==> src/rtl/hazard_stall_ctrl.sv <==
// -----------------------------------------------------------------------------
// hazard_stall_ctrl
//
// Central pipeline-stall sequencer for the 5-stage core.
//   * Load-use hazard detection: bubble select for the ID/EX control mux.
//   * Data-memory hold: freezes all pipeline registers and the PC while an
//     access in MEM has not been acknowledged. A hang is aborted after
//     MEM_TIMEOUT consecutive hold cycles (0 disables the timeout).
//   * PC / IF-ID write enables and the IF-ID flush for taken branches.
//
// Optional feature macro: HAZARD_PERF_CNT_EN
//   defined   -> stall_cnt_o / hold_cnt_o are saturating performance counters
//   undefined -> no counter registers, both outputs tied to 0
//
// Parameters
//   MEM_TIMEOUT  consecutive hold cycles before abort (0 = never abort)
//   CNT_W        width of the performance counters
//
// Ports
//   clk_i, rst_i          clock, synchronous active-high reset
//   ID_rs1_i, ID_rs2_i    source registers of the instruction in ID
//   EX_MemRead_i          instruction in EX is a load
//   EX_Rd_addr_i          destination of the instruction in EX
//   MEM_MemRead_i         load in MEM
//   MEM_MemWrite_i        store in MEM
//   mem_ready_i           data memory acknowledge, same cycle
//   branch_taken_i        branch resolved taken in ID
//   stall_o               zero the ID/EX control (bubble insert)
//   PCWrite_o             PC write enable
//   IFIDWrite_o           IF/ID write enable
//   flush_o               IF/ID flush
//   pipe_hold_o           freeze all pipeline registers and PC
//   err_o                 sticky memory-timeout flag (cleared only by reset)
//   stall_cnt_o           load-use bubble cycles
//   hold_cnt_o            memory-hold cycles
//   state_dbg_o           FSM state: 0 = RUN, 1 = WAIT, 2 = ABORT
//
// All control outputs are combinational from state and inputs (zero latency).
// Priority: memory hold > load-use > branch flush.
// -----------------------------------------------------------------------------
module hazard_stall_ctrl #(
  parameter int MEM_TIMEOUT = 16,
  parameter int CNT_W       = 16
) (
  input  logic             clk_i,
  input  logic             rst_i,
  input  logic [4:0]       ID_rs1_i,
  input  logic [4:0]       ID_rs2_i,
  input  logic             EX_MemRead_i,
  input  logic [4:0]       EX_Rd_addr_i,
  input  logic             MEM_MemRead_i,
  input  logic             MEM_MemWrite_i,
  input  logic             mem_ready_i,
  input  logic             branch_taken_i,
  output logic             stall_o,
  output logic             PCWrite_o,
  output logic             IFIDWrite_o,
  output logic             flush_o,
  output logic             pipe_hold_o,
  output logic             err_o,
  output logic [CNT_W-1:0] stall_cnt_o,
  output logic [CNT_W-1:0] hold_cnt_o,
  output logic [1:0]       state_dbg_o
);

  typedef enum logic [1:0] {
    ST_RUN   = 2'd0,
    ST_WAIT  = 2'd1,
    ST_ABORT = 2'd2
  } state_t;

  // Wait counter only has to reach MEM_TIMEOUT; keep at least one bit.
  localparam int             WCW         = (MEM_TIMEOUT < 2) ? 1 : $clog2(MEM_TIMEOUT + 1);
  localparam logic [WCW-1:0] TIMEOUT_VAL = WCW'(MEM_TIMEOUT);
  localparam bit             TIMEOUT_EN  = (MEM_TIMEOUT != 0);

  state_t         state_q, state_nxt;
  logic [WCW-1:0] wait_q, wait_nxt;
  logic           err_q;
  logic           err_set;
  logic           lu;
  logic           macc;
  logic           hold;

  assign lu   = EX_MemRead_i && (EX_Rd_addr_i != 5'd0) &&
                ((EX_Rd_addr_i == ID_rs1_i) || (EX_Rd_addr_i == ID_rs2_i));
  assign macc = MEM_MemRead_i | MEM_MemWrite_i;

  // ---------------------------------------------------------------------------
  // Next-state and output logic
  // ---------------------------------------------------------------------------
  always_comb begin
    state_nxt   = state_q;
    wait_nxt    = '0;
    err_set     = 1'b0;
    hold        = 1'b0;
    stall_o     = 1'b0;
    flush_o     = 1'b0;
    pipe_hold_o = 1'b0;
    PCWrite_o   = 1'b1;
    IFIDWrite_o = 1'b1;

    unique case (state_q)
      ST_RUN: begin
        hold = macc & ~mem_ready_i;
        if (hold) begin
          state_nxt = ST_WAIT;
          wait_nxt  = WCW'(1);
        end
      end
      ST_WAIT: begin
        // macc dropping while frozen should not happen; it counts as ready.
        hold = macc & ~mem_ready_i;
        if (hold) begin
          wait_nxt = (wait_q == '1) ? wait_q : wait_q + WCW'(1);
        end else begin
          state_nxt = ST_RUN;
        end
      end
      ST_ABORT: begin
        // Single release cycle: hold forced low whatever mem_ready_i says.
        state_nxt = ST_RUN;
      end
      default: begin
        state_nxt = ST_RUN;
      end
    endcase

    // Abort when the consecutive-hold count reaches the limit.
    if (hold && TIMEOUT_EN && (wait_nxt == TIMEOUT_VAL)) begin
      state_nxt = ST_ABORT;
      wait_nxt  = '0;
      err_set   = 1'b1;
    end

    // Output priority; reset releases everything in the same cycle.
    if (rst_i) begin
      stall_o     = 1'b0;
      pipe_hold_o = 1'b0;
    end else if (hold) begin
      pipe_hold_o = 1'b1;
      PCWrite_o   = 1'b0;
      IFIDWrite_o = 1'b0;
    end else if (lu) begin
      // A simultaneous taken branch is dropped; it re-resolves next cycle.
      stall_o     = 1'b1;
      PCWrite_o   = 1'b0;
      IFIDWrite_o = 1'b0;
    end else begin
      flush_o     = branch_taken_i;
    end
  end

  // ---------------------------------------------------------------------------
  // State registers
  // ---------------------------------------------------------------------------
  always_ff @(posedge clk_i) begin
    if (rst_i) begin
      state_q <= ST_RUN;
      wait_q  <= '0;
      err_q   <= 1'b0;
    end else begin
      state_q <= state_nxt;
      wait_q  <= wait_nxt;
      if (err_set) begin
        err_q <= 1'b1;
      end
    end
  end

  assign err_o       = err_q;
  assign state_dbg_o = state_q;

  // ---------------------------------------------------------------------------
  // Performance counters (saturating)
  // ---------------------------------------------------------------------------
`ifdef HAZARD_PERF_CNT_EN
  logic [CNT_W-1:0] stall_cnt_q;
  logic [CNT_W-1:0] hold_cnt_q;

  always_ff @(posedge clk_i) begin
    if (rst_i) begin
      stall_cnt_q <= '0;
      hold_cnt_q  <= '0;
    end else begin
      if (stall_o && (stall_cnt_q != '1)) begin
        stall_cnt_q <= stall_cnt_q + CNT_W'(1);
      end
      if (pipe_hold_o && (hold_cnt_q != '1)) begin
        hold_cnt_q <= hold_cnt_q + CNT_W'(1);
      end
    end
  end

  assign stall_cnt_o = stall_cnt_q;
  assign hold_cnt_o  = hold_cnt_q;
`else
  assign stall_cnt_o = '0;
  assign hold_cnt_o  = '0;
`endif

endmodule

==> config.mk <==
export PLATFORM = sky130hd
export DESIGN_NAME = hazard_stall_ctrl
export DESIGN_NICKNAME = d
export VERILOG_FILES = /design/src/rtl/hazard_stall_ctrl.sv
export SDC_FILE = /design/constraint.sdc
export NUM_CORES = 1
export LEC_CHECK = 0
export BUFFER_PORTS_ARGS = -buffer_cell sky130_fd_sc_hd__buf_4
export CORE_AREA = 5 5 50 52
export DETAILED_ROUTE_END_ITERATION = 8
export DIE_AREA = 0 0 55 57
export GPL_TIMING_DRIVEN = 0
export PLACE_DENSITY = 0.93
export SETUP_SLACK_MARGIN = 0.3
export SLEW_MARGIN = 20
export SYNTH_ARGS = -nofsm -noshare
export SYNTH_HDL_FRONTEND = slang
export SYNTH_SLANG_ARGS = --single-unit
export TNS_END_PERCENT = 30
==> constraint.sdc <==
create_clock -name clk_i -period 2.7 [get_ports clk_i]
set_input_delay 0.27 -clock clk_i [delete_from_list [all_inputs] [get_ports clk_i]]
set_output_delay 0.27 -clock clk_i [all_outputs]
set_load 0.02 [all_outputs]
Word-level counts from Yosys, hierarchy flattened --
Cells that the tools add are included.
Storage, ports and cells: output and inout bits 40, bits in registers 8
Cells by class: multiplexer cells 21, add/sub/neg operators 1, eq/ne operators 9, reduce and logical (&&, ||, !) cells 10, bitwise operators 3
Operators with widths (count):
- two-way mux 1 bit | 14
- equality test 5 bit | 2
- equality test 5 bit (second input constant) | 2
- two-way mux 5 bit | 2
- one-hot mux 5 bit (2 select lines) | 1
- two-way mux 2 bit | 3
- inequality test 3 bit (second input constant) | 2
- adder 5 x 1 -> 5 bit (second input constant) | 1
- nonzero test 5 bit | 1
- inequality test 2 bit (second input constant) | 2
- one-hot mux 2 bit (2 select lines) | 1
- AND reduction 2 bit | 2
- OR reduction 2 bit | 2
- logical AND 1 bit | 3
- equality test 2 x 1 -> 1 bit (second input constant) | 1
- logical NOT 2 bit | 1
- AND 1 bit | 1
- logical OR 1 bit | 1
- inverter 1 bit | 1
- bitwise OR 1 bit | 1

Depth between registers and ports, before layout --
Gate-level depths: netlist of run 1.
depth in word-level cells 8, mapped depth 5, mapped depth without buffers 5

Worst setup path before layout of run 1 --
No wires, ideal clock.
path kind input -> output, start input EX_Rd_addr_i[1], end output PCWrite_o, path slack 774 ps, stages 5, arrival 1656 ps, path through or4_1 o21ai_2 nor2_1 a21oi_1 buf_4
Between the ends: cells in the longest elaborated chain, start to end 6, elaborated cells on any way between the ends 9, classes of those cells 2 x eq/ne; 3 x mux; 4 x reduce/logical
RTL lines:
- from (decl) | RTL line 50 | input logic [4:0] EX_Rd_addr_i,
- equality test 5 bit / nonzero test 5 bit (equally long branches) | RTL line 86, 85
- logical OR 1 bit / logical AND 1 bit (equally long branches) | RTL line 86, 85
- logical AND 1 bit * | RTL line 85 | assign lu = EX_MemRead_i && (EX_Rd_addr_i != 5'd0) &&
- two-way mux 1 bit * (3 in a row)
- to (decl) | RTL line 56 | output logic PCWrite_o,
Every way passes the cells marked *; elsewhere a longest branch is shown, timed or not.

Final worst setup path of run 1 --
start input EX_Rd_addr_i[1], end output PCWrite_o
Between the ends: cells in the longest elaborated chain, start to end 6, elaborated cells on any way between the ends 9, classes of those cells 2 x eq/ne; 3 x mux; 4 x reduce/logical
RTL lines:
- equality test 5 bit / nonzero test 5 bit (equally long branches) | RTL line 86, 85
- logical OR 1 bit / logical AND 1 bit (equally long branches) | RTL line 86, 85
- logical AND 1 bit * | RTL line 85
- two-way mux 1 bit * | RTL line 144 | end else if (lu) begin
- two-way mux 1 bit * | RTL line 140 | end else if (hold) begin
- two-way mux 1 bit * | RTL line 137 | if (rst_i) begin
Marks and branches as above.

==> flow_summary.toml, run 1 <==
[final_layout]
mostFrequentLayoutCells = "62 x buf_4, 32 x conb_1, 11 x xnor2_1, 8 x dfxtp_1, 6 x nor2_1"
antenna_cells = 0
nNetsFinal = 185
stdcell_area_um2 = 1200
area_growth_pct = 48.5
drive_gt1_frac = 0.438
layout.cells.non_filler = 188
mostFrequentLayoutCell = "buf_4"

[power]
p_leak_nw = 0.619
powerDensity_nw_per_um2 = 309
vdd_drop_max_mv = 0.132
power.total_mw = 0.370

[die]
die-area_um2 = 3140
die_y_um = 57
core_um2 = 2060
io_pins = 62
die_x_um = 55
rows = 17
initial_core_util = 0.392

[global_route]
antenna_found_initial = 0
grt_max_degree = 8
grt-ovfl-total = 0
grt_pass1_wl_um = 3130
track_usage = 0.132
grt_pass1_vias = 781

[setup_path]
path_buf_inv = 3
cp_data_required_time_ns = 2.43
crit_family = "simple AND/OR/NAND/NOR gates"
max_stage_delay_ns = 0.53
reg2reg_from = "wait_q[0]"
crit_fanout = 3
crit_type = "in2out"
rrSetupSlack_ns = 1.04
crit_top_cell = "buf_4"
cp_slowest_cell = "or4_1"
worst-endpoint-arrival_ns = 1.63
critPathLaunchType = "primary input"
r2r_end = "state_dbg_o[0]"
crit_chain = "buf_4 > or4_1 > o21ai_2 > nor2_1 > a21oi_1 > buf_4 > buf_4"
r2r_cells = 5
end_kind = "primary output"

[placed_design]
gp_congestion = 0.745
numPortBuffers = 29
dpl_cell_area_um2 = 1180
dp.cells = 185
hpwl_um = 1740

[clock_network]
htreeDepth = 1
post_cts.repair.setup_buffers = 0
cts.sinks = 8
cts.clk_slew.worst_paths_ns = 0.05
post_cts_resized = 0
cts-root-buf = "clkbuf_4"
clkLatencyLatePin_ns = 0.25
cts_tree = "done"
holdBufCountCts = 0
clockBufferDepth = 2
cts_buffers = 3

[synthesis]
yosys_warnings = 0
ys_seq_area_frac = 0.198
syn-instance-count = 97
yosys.area.top_type = "buf_4"
synth_flop_cell = "dfxtp_1"
async_reset_ff_frac = 0
ys_ff_latch = 8
synth_top_area_frac = 0.307
yosys.cell_types.count = 31
ys_top_cells_by_area = "buf_4 31%, dfxtp_1 20%, xnor2_1 12%, a2111oi_4 3.4%, a21boi_0 2.8%"
synth_edf_count = 0
synthesis.area_um2 = 808
avgSynthCellArea_um2 = 8.33

[min_path]
min_to = "state_dbg_o[1]"
min_path_type = "in2reg"
min_from = "rst_i"
hold_depth = 2

[drt]
drtIter0Drc = 10
drt-total-wl_um = 1880
viasPerCell = 4.01
vias = 754
drt_pass1_iterations = 4
ant_nets = 0
drcViolationCount = 0
wl_per_cell_um = 9.97

[timing]
slew_viol_final = 0
hold_ws_ns = 0.242
fin_skew_ns = 0.00231
post-route-min-period_ns = 1.90
setup_viol = 0
rsz0062_at_grt = "false"
period_share = 0.703
fmax_ghz = 0.527
tns_ns = 0
hold_violations = 0

[status]
run_status = "complete, no violations"

[flow_run]
cap_violations = 0
## worst max path at each step
stage / startpoint / end / slack, ns / cells after the start
6_report: EX_Rd_addr_i[1] / PCWrite_o / 0.80 / 7
5_1_grt: EX_Rd_addr_i[1] / PCWrite_o / 0.73 / 7
4_1_cts: EX_Rd_addr_i[1] / PCWrite_o / 0.80 / 7
3_5_place_dp: EX_Rd_addr_i[1] / PCWrite_o / 0.80 / 7
3_3_place_gp: EX_Rd_addr_i[1] / PCWrite_o / 0.82 / 7
2_1_floorplan: EX_Rd_addr_i[1] / PCWrite_o / 0.77 / 5
## layout make-up
| class | instances | area, um^2 |
|---|---|---|
| Fill cell | 205 | 863 |
| Multi-Input combinational cell | 82 | 498 |
| Buffer | 33 | 248 |
| Timing Repair Buffer | 29 | 218 |
| Sequential cell | 8 | 160 |
| Tap cell | 28 | 35.0 |
| Clock buffer | 3 | 22.5 |
| Inverter | 5 | 18.8 |
## state kept, by name, indices dropped and copies added, names as in the netlist
signal       count
err_o            1
wait_q           5
state_dbg_o      2
## stage by stage
stage | utilization | setup WS (ns)
6_report | 0.582 | 0.802
3_5_place_dp | 0.571 | 0.804
4_1_cts | 0.582 | 0.801
5_1_grt | 0.582 | 0.732
2_1_floorplan | - | 0.774
3_3_place_gp | 0.571 | 0.824
## cell usage after synthesis (2+ instances only)
cell and n:
buf_4 33, xnor2_1 11, dfxtp_1 8, nor2_1 6
inv_1 4, a21boi_0 3, nand2_1 3, a31oi_1 2
nand3_1 2, nand4_1 2, nor3b_1 2, o22ai_1 2
## cell families after synthesis
kind of cell    count (synthesis)  share of synthesized area
compound gates                 16                      0.181
xor+xnor                       11                      0.119
fa+ha+maj                       1                     0.0155
buf+inv                        38                      0.330
flops                           8                      0.198
mux                             1                     0.0124
other cells                     1                    0.00464
simple gates                   21                      0.139
## worst register-to-register path: cells and delay by family, from the launching register on
kind / cells / cell delay, ns
AOI/OAI and AO/OA: 3 / 0.63
adders and majority gates: 1 / 0.25
and+or+nand+nor: 1 / 0.27
DFF: 1 / 0.39
## routing by layer
| layer | track usage | vias up | routed length (um) |
|---|---|---|---|
| met3 | 0.0548 | 0 | 202 |
| met1 | 0.118 | 333 | 542 |
| met5 | 0 | - | 0 |
| met2 | 0.252 | 29 | 1130 |
| li1 | - | 392 | - |
| met4 | 0.0417 | 0 | 0 |
## report_power, final
group / leakage, nW / internal (mW) / switching (mW) / total [mW]
clock network: 0.0138 / 0.0508 / 0.0400 / 0.0909
registers: 0.0649 / 0.120 / 0.00181 / 0.122
logic: 0.540 / 0.0756 / 0.0820 / 0.158
Power figures use the tool's default switching activity.
==> inputs of run 2 (changes only) <==
--- a/config.mk
+++ b/config.mk
@@ -5,12 +5,13 @@
 export SDC_FILE = /design/constraint.sdc
 export NUM_CORES = 1
 export LEC_CHECK = 0
+export ABC_AREA = 1
 export BUFFER_PORTS_ARGS = -buffer_cell sky130_fd_sc_hd__buf_4
-export CORE_AREA = 5 5 50 52
+export CORE_AREA = 5 5 53 55
 export DETAILED_ROUTE_END_ITERATION = 8
-export DIE_AREA = 0 0 55 57
+export DIE_AREA = 0 0 58 60
 export GPL_TIMING_DRIVEN = 0
-export PLACE_DENSITY = 0.93
+export PLACE_DENSITY = 0.89
 export SETUP_SLACK_MARGIN = 0.3
 export SLEW_MARGIN = 20
 export SYNTH_ARGS = -nofsm -noshare
==> constraint.sdc (replaced) <==
create_clock -name clk_i -period 1.94 [get_ports clk_i]
set_input_delay 0.194 -clock clk_i [delete_from_list [all_inputs] [get_ports clk_i]]
set_output_delay 0.194 -clock clk_i [all_outputs]
set_load 0.02 [all_outputs]
==> flow_summary.toml, run 2 <==
[synthesis]
avgSynthCellArea_um2 = 6.84
yosys.cell_types.count = 21
ys_top_cells_by_area = "buf_4 27%, dfxtp_1 18%, nand2_1 7.5%, inv_1 6.6%, nor2_1 6.6%"
yosys_warnings = 0
synth_edf_count = 0
synth_top_area_frac = 0.274
synthesis.area_um2 = 903
ys_seq_area_frac = 0.177
synth_common_cells = "33 x buf_4, 18 x nand2_1, 16 x inv_1, 16 x nor2_1, 9 x nand3_1"
synth_flop_cell = "dfxtp_1"
yosys.area.top_type = "buf_4"
syn-instance-count = 132
ys_ff_latch = 8
synth.most_common_cell = "buf_4"
async_reset_ff_frac = 0

[clock_network]
holdBufCountCts = 0
clkLatencyLatePin_ns = 0.25
cts_tree = "done"
clockBufferDepth = 2
post_cts.repair.setup_buffers = 0
htreeDepth = 1
cts-root-buf = "clkbuf_4"
post_cts_resized = 0
cts.clk_slew.worst_paths_ns = 0.05
cts.sinks = 8
cts_buffers = 3

[power]
p_sw_frac = 0.338
power.total_mw = 0.514
vdd_drop_max_mv = 0.205
combPwrFrac = 0.430
p_leak_nw = 0.769
p_int_mw = 0.340
power_frac_seq = 0.330
clkPwrFrac = 0.240
p_switching_mw = 0.173
powerDensity_nw_per_um2 = 396

[die]
io_pins = 62
initial_core_util = 0.386
die_y_um = 60
core_um2 = 2340
die_x_um = 58
die-area_um2 = 3480
rows = 18

[timing]
hold_violations = 0
hold_ws_ns = 0.131
post-route-min-period_ns = 1.52
slew_viol_final = 0
rsz0062_at_grt = "false"
period_share = 0.781
fin_skew_ns = 0.00794
setup_viol = 0
fmax_ghz = 0.660
tns_ns = 0

[final_layout]
mostFrequentLayoutCells = "62 x buf_4, 32 x conb_1, 18 x nand2_1, 16 x inv_1, 16 x nor2_1"
area_growth_pct = 43.6
antenna_cells = 0
nNetsFinal = 220
drive_gt1_frac = 0.405
postLayoutCoreUtil = 0.554
mostFrequentLayoutCell = "buf_4"
largest_reg_flops = 5
stdcell_area_um2 = 1300
regMostFlops = "wait_q"

[drt]
drcViolationCount = 0
wl_per_cell_um = 8.48
drtIter0Drc = 23
vias = 856
viasPerCell = 3.80
ant_nets = 0
drt-total-wl_um = 1910
drt_pass1_iterations = 4

[global_route]
grt_pass1_vias = 773
grt_pass1_wl_um = 3040
antenna_found_initial = 0
grt_max_degree = 8
track_usage = 0.112
grt-ovfl-total = 0

[min_path]
min_path_type = "in2reg"

[setup_path]
crit_chain = "ha_1 > nand3_1 > nand2_1 > nand3_2 > nor2_2 > nand3_4 > o21bai_4 > nor2_1"
critPathLaunchType = "flip-flop"
end_kind = "flip-flop"
cp_slowest_cell = "dfxtp_1"
max_stage_delay_ns = 0.40
crit_family = "simple AND/OR/NAND/NOR gates"
crit_fanout = 5
crit_type = "reg2reg"
cp_data_required_time_ns = 2.08
worst-endpoint-arrival_ns = 1.65
path_buf_inv = 0

[placed_design]
numPortBuffers = 29
dpl_cell_area_um2 = 1270
hpwl_um = 1710
gp_congestion = 0.783

[flow_run]
cap_violations = 0

[status]
run_status = "complete, no violations"
==> run 2: final timing paths <==
check | slack (ns) | depth (start not counted) | from | to
min reg2reg | 0.46 | 2 | err_o | err_o
max reg2reg | 0.42 | 8 | wait_q[0] | wait_q[0]
max | 0.42 | 8 | wait_q[0] | wait_q[0]
min | 0.13 | 2 | rst_i | wait_q[3]
==> run 2: area by class of cell <==
| class | instances | area [um^2] |
|---|---|---|
| plain buffers | 33 | 248 |
| fillers | 239 | 1040 |
| clock buffers | 3 | 22.5 |
| well taps | 30 | 37.5 |
| inverters | 17 | 63.8 |
| flip-flops and latches | 8 | 160 |
| multi-input cells | 105 | 548 |
| repair buffers | 29 | 218 |
==> run 2: kinds of logic after synthesis <==
logic type | share of synthesized area
simple gates | 0.325
xor+xnor | 0.0969
other cells | 0.00415
flops | 0.177
buf+inv | 0.345
fa+ha+maj | 0.0138
compound gates | 0.0374
==> run 2: layer usage <==
metal / global-route usage / share of wire / wire length (um)
met3: 0.0216 / 0.087 / 166
met2: 0.208 / 0.52 / 990
met4: 0.0497 / 0.013 / 24
met1: 0.121 / 0.38 / 726
met5: 0 / 0 / 0
==> run 2: power by group through the flow <==
| stage | sequential, mW | clock, mW | combinational, mW |
|---|---|---|---|
| after global routing | 0.170 | 0.142 | 0.241 |
| after detailed placement | 0.173 | 0 | 0.218 |
| final | 0.170 | 0.123 | 0.221 |
| after floorplan | 0.174 | 0 | 0.159 |
| after global placement | 0.173 | 0 | 0.215 |
| after CTS | 0.170 | 0.127 | 0.219 |
==> run 2: stage by stage <==
step / std cells / setup WS (ns)
4_1_cts: 225 / 0.417
3_3_place_gp: 222 / 0.447
2_1_floorplan: 163 / 0.572
6_report: 225 / 0.425
5_1_grt: 225 / 0.303
3_5_place_dp: 222 / 0.431
==> inputs of run 3 (changes only) <==
--- a/config.mk
+++ b/config.mk
@@ -5,13 +5,13 @@
 export SDC_FILE = /design/constraint.sdc
 export NUM_CORES = 1
 export LEC_CHECK = 0
-export ABC_AREA = 1
+export ABC_AREA = 0
 export BUFFER_PORTS_ARGS = -buffer_cell sky130_fd_sc_hd__buf_4
-export CORE_AREA = 5 5 53 55
+export CORE_AREA = 5 5 52 54
 export DETAILED_ROUTE_END_ITERATION = 8
-export DIE_AREA = 0 0 58 60
+export DIE_AREA = 0 0 57 59
 export GPL_TIMING_DRIVEN = 0
-export PLACE_DENSITY = 0.89
+export PLACE_DENSITY = 0.87
 export SETUP_SLACK_MARGIN = 0.3
 export SLEW_MARGIN = 20
 export SYNTH_ARGS = -nofsm -noshare
==> constraint.sdc (replaced) <==
create_clock -name clk_i -period 1.55 [get_ports clk_i]
set_input_delay 0.155 -clock clk_i [delete_from_list [all_inputs] [get_ports clk_i]]
set_output_delay 0.155 -clock clk_i [all_outputs]
set_load 0.02 [all_outputs]
==> flow_summary.toml, run 3 (same netlist as run 1, synthesis figures left out) <==
[setup_path]
crit_chain = "buf_8 > or4_4 > o21ai_4 > nor2_2 > a21oi_2 > buf_4 > buf_6"
end_kind = "primary output"
cp_data_required_time_ns = 1.39
worst-endpoint-arrival_ns = 1.37
critPathLaunchType = "primary input"
cp_slowest_cell = "or4_4"
max_stage_delay_ns = 0.54
crit_fanout = 3
crit_type = "in2out"

[drt]
drt-total-wl_um = 2190
drt_pass1_iterations = 4
drtIter0Drc = 12
drcViolationCount = 0
viasPerCell = 4.14
ant_nets = 0
vias = 790
wl_per_cell_um = 11.5

[timing]
period_share = 0.985
setup_viol = 0
rsz0062_at_grt = "true"
hold_violations = 0
finalWorstSetupSlack_ns = 0.0234
fin_skew_ns = 0.000288
post-route-min-period_ns = 1.53
slew_viol_final = 0
fmax_ghz = 0.655

[die]
initial_core_util = 0.373
die_y_um = 59
core_um2 = 2170
die_x_um = 57
die-area_um2 = 3360
io_pins = 62
rows = 17

[global_route]
grt.busiest_layer = "met2"
grt-ovfl-total = 0
grt.met2_usage = 0.256
grt_pass1_vias = 764
grt_pass1_wl_um = 3290
grt_max_degree = 8
antenna_found_initial = 0
grt.met1_usage = 0.111
use_met3 = 0.0414
track_usage = 0.125

[placed_design]
place_ws_ns = -0.0947
dpl_cell_area_um2 = 1180
numPortBuffers = 29
hpwl_um = 1820
gp_congestion = 0.756
dp.cells = 185

[clock_network]
cts-root-buf = "clkbuf_4"
cts.sinks = 8
htreeDepth = 1
cts_tree = "done"
cts_buffers = 3
clockBufferDepth = 2
clkLatencyLatePin_ns = 0.25
holdBufCountCts = 0
cts.clk_slew.worst_paths_ns = 0.06

[final_layout]
mostFrequentLayoutCells = "62 x buf_4, 32 x conb_1, 10 x xnor2_1, 5 x nor2_1, 5 x dfxtp_1"
fillers = 202
largest_reg_flops = 5
stdcell_area_um2 = 1340
postLayoutCoreUtil = 0.616
antenna_cells = 0
area_growth_pct = 65.3
nNetsFinal = 188
layout.cells.non_filler = 191
drive_gt1_frac = 0.534
regMostFlops = "wait_q"
mostFrequentLayoutCell = "buf_4"

[power]
p_switching_mw = 0.232
power_frac_seq = 0.310
p_int_mw = 0.438
combPwrFrac = 0.446
p_leak_nw = 0.653
powerDensity_nw_per_um2 = 502
clkPwrFrac = 0.245
vdd_drop_max_mv = 0.303
p_sw_frac = 0.346

[status]
run_status = "complete, no violations"

[flow_run]
cap_violations = 0

[min_path]
min_path_type = "in2reg"
[run 3: changes by cell type in the layout (fill, tap and decap cells not counted), sizes merged, moves of 3 or more]
cell / previous run / this run
inv: 17 / 5
nand3: 13 / 2
nand2: 20 / 3
xnor2: 5 / 11
buf: 62 / 65
xor2: 5 / 0
a21boi: 0 / 3
nor2: 21 / 6
[run 3: stage by stage]
step / hold WS [ns] / power [mW] / TNS [ns]
floorplan: 0.231 / 0.413 / 0
global placement: 0.393 / 0.482 / -0.0482
detailed placement: 0.396 / 0.488 / -0.321
CTS: 0.123 / 0.660 / -0.00789
global route: 0.138 / 0.701 / -0.0544
finish: 0.122 / 0.671 / 0
[run 3: routing by layer]
layer | vias up | wire [um]
li1 | 400 | -
met1 | 348 | 659
met2 | 38 | 1280
met3 | 4 | 227
met4 | 0 | 21
met5 | - | 0
[run 3: repair_timing]
| action | in CTS | in global routing |
|---|---|---|
| cloned | 0 | 0 |
| setup endpoints to repair | 11 | 10 |
| buffers inserted | 3 | 0 |
| pin swaps | 14 | 10 |
| gates resized for setup | 20 | 6 |
[run 3: area by class of cell]
class / count / area, um^2 / share of cell area
Tap cell: 28 / 35.0 / 0.0262
Sequential cell: 8 / 171 / 0.128
Multi-Input combinational cell: 82 / 586 / 0.438
Clock buffer: 3 / 22.5 / 0.0169
Timing Repair Buffer: 32 / 255 / 0.191
Buffer: 33 / 248 / 0.185
Inverter: 5 / 18.8 / 0.0140
[run 3: worst paths after layout]
kind	slack, ns	depth (start not counted)	from	to
setup reg to reg	0.04	5	wait_q[1]	state_dbg_o[0]
setup / recovery	0.02	7	EX_Rd_addr_i[4]	PCWrite_o
hold / removal	0.12	2	rst_i	wait_q[0]
hold reg to reg	0.48	2	err_o	err_o
[run 3: power groups by stage]
stage | clock, mW | combinational, mW | sequential, mW
3_3_place_gp | 0 | 0.266 | 0.216
4_1_cts | 0.164 | 0.289 | 0.208
3_5_place_dp | 0 | 0.271 | 0.217
2_1_floorplan | 0 | 0.195 | 0.217
5_1_grt | 0.172 | 0.321 | 0.208
6_report | 0.164 | 0.299 | 0.208
[run 3: worst max-delay path: cells and delay by family]
family	cells	cell delay [ns]
buffers and inverters	3	0.31
AOI/OAI and AO/OA	2	0.31
and+or+nand+nor	2	0.59
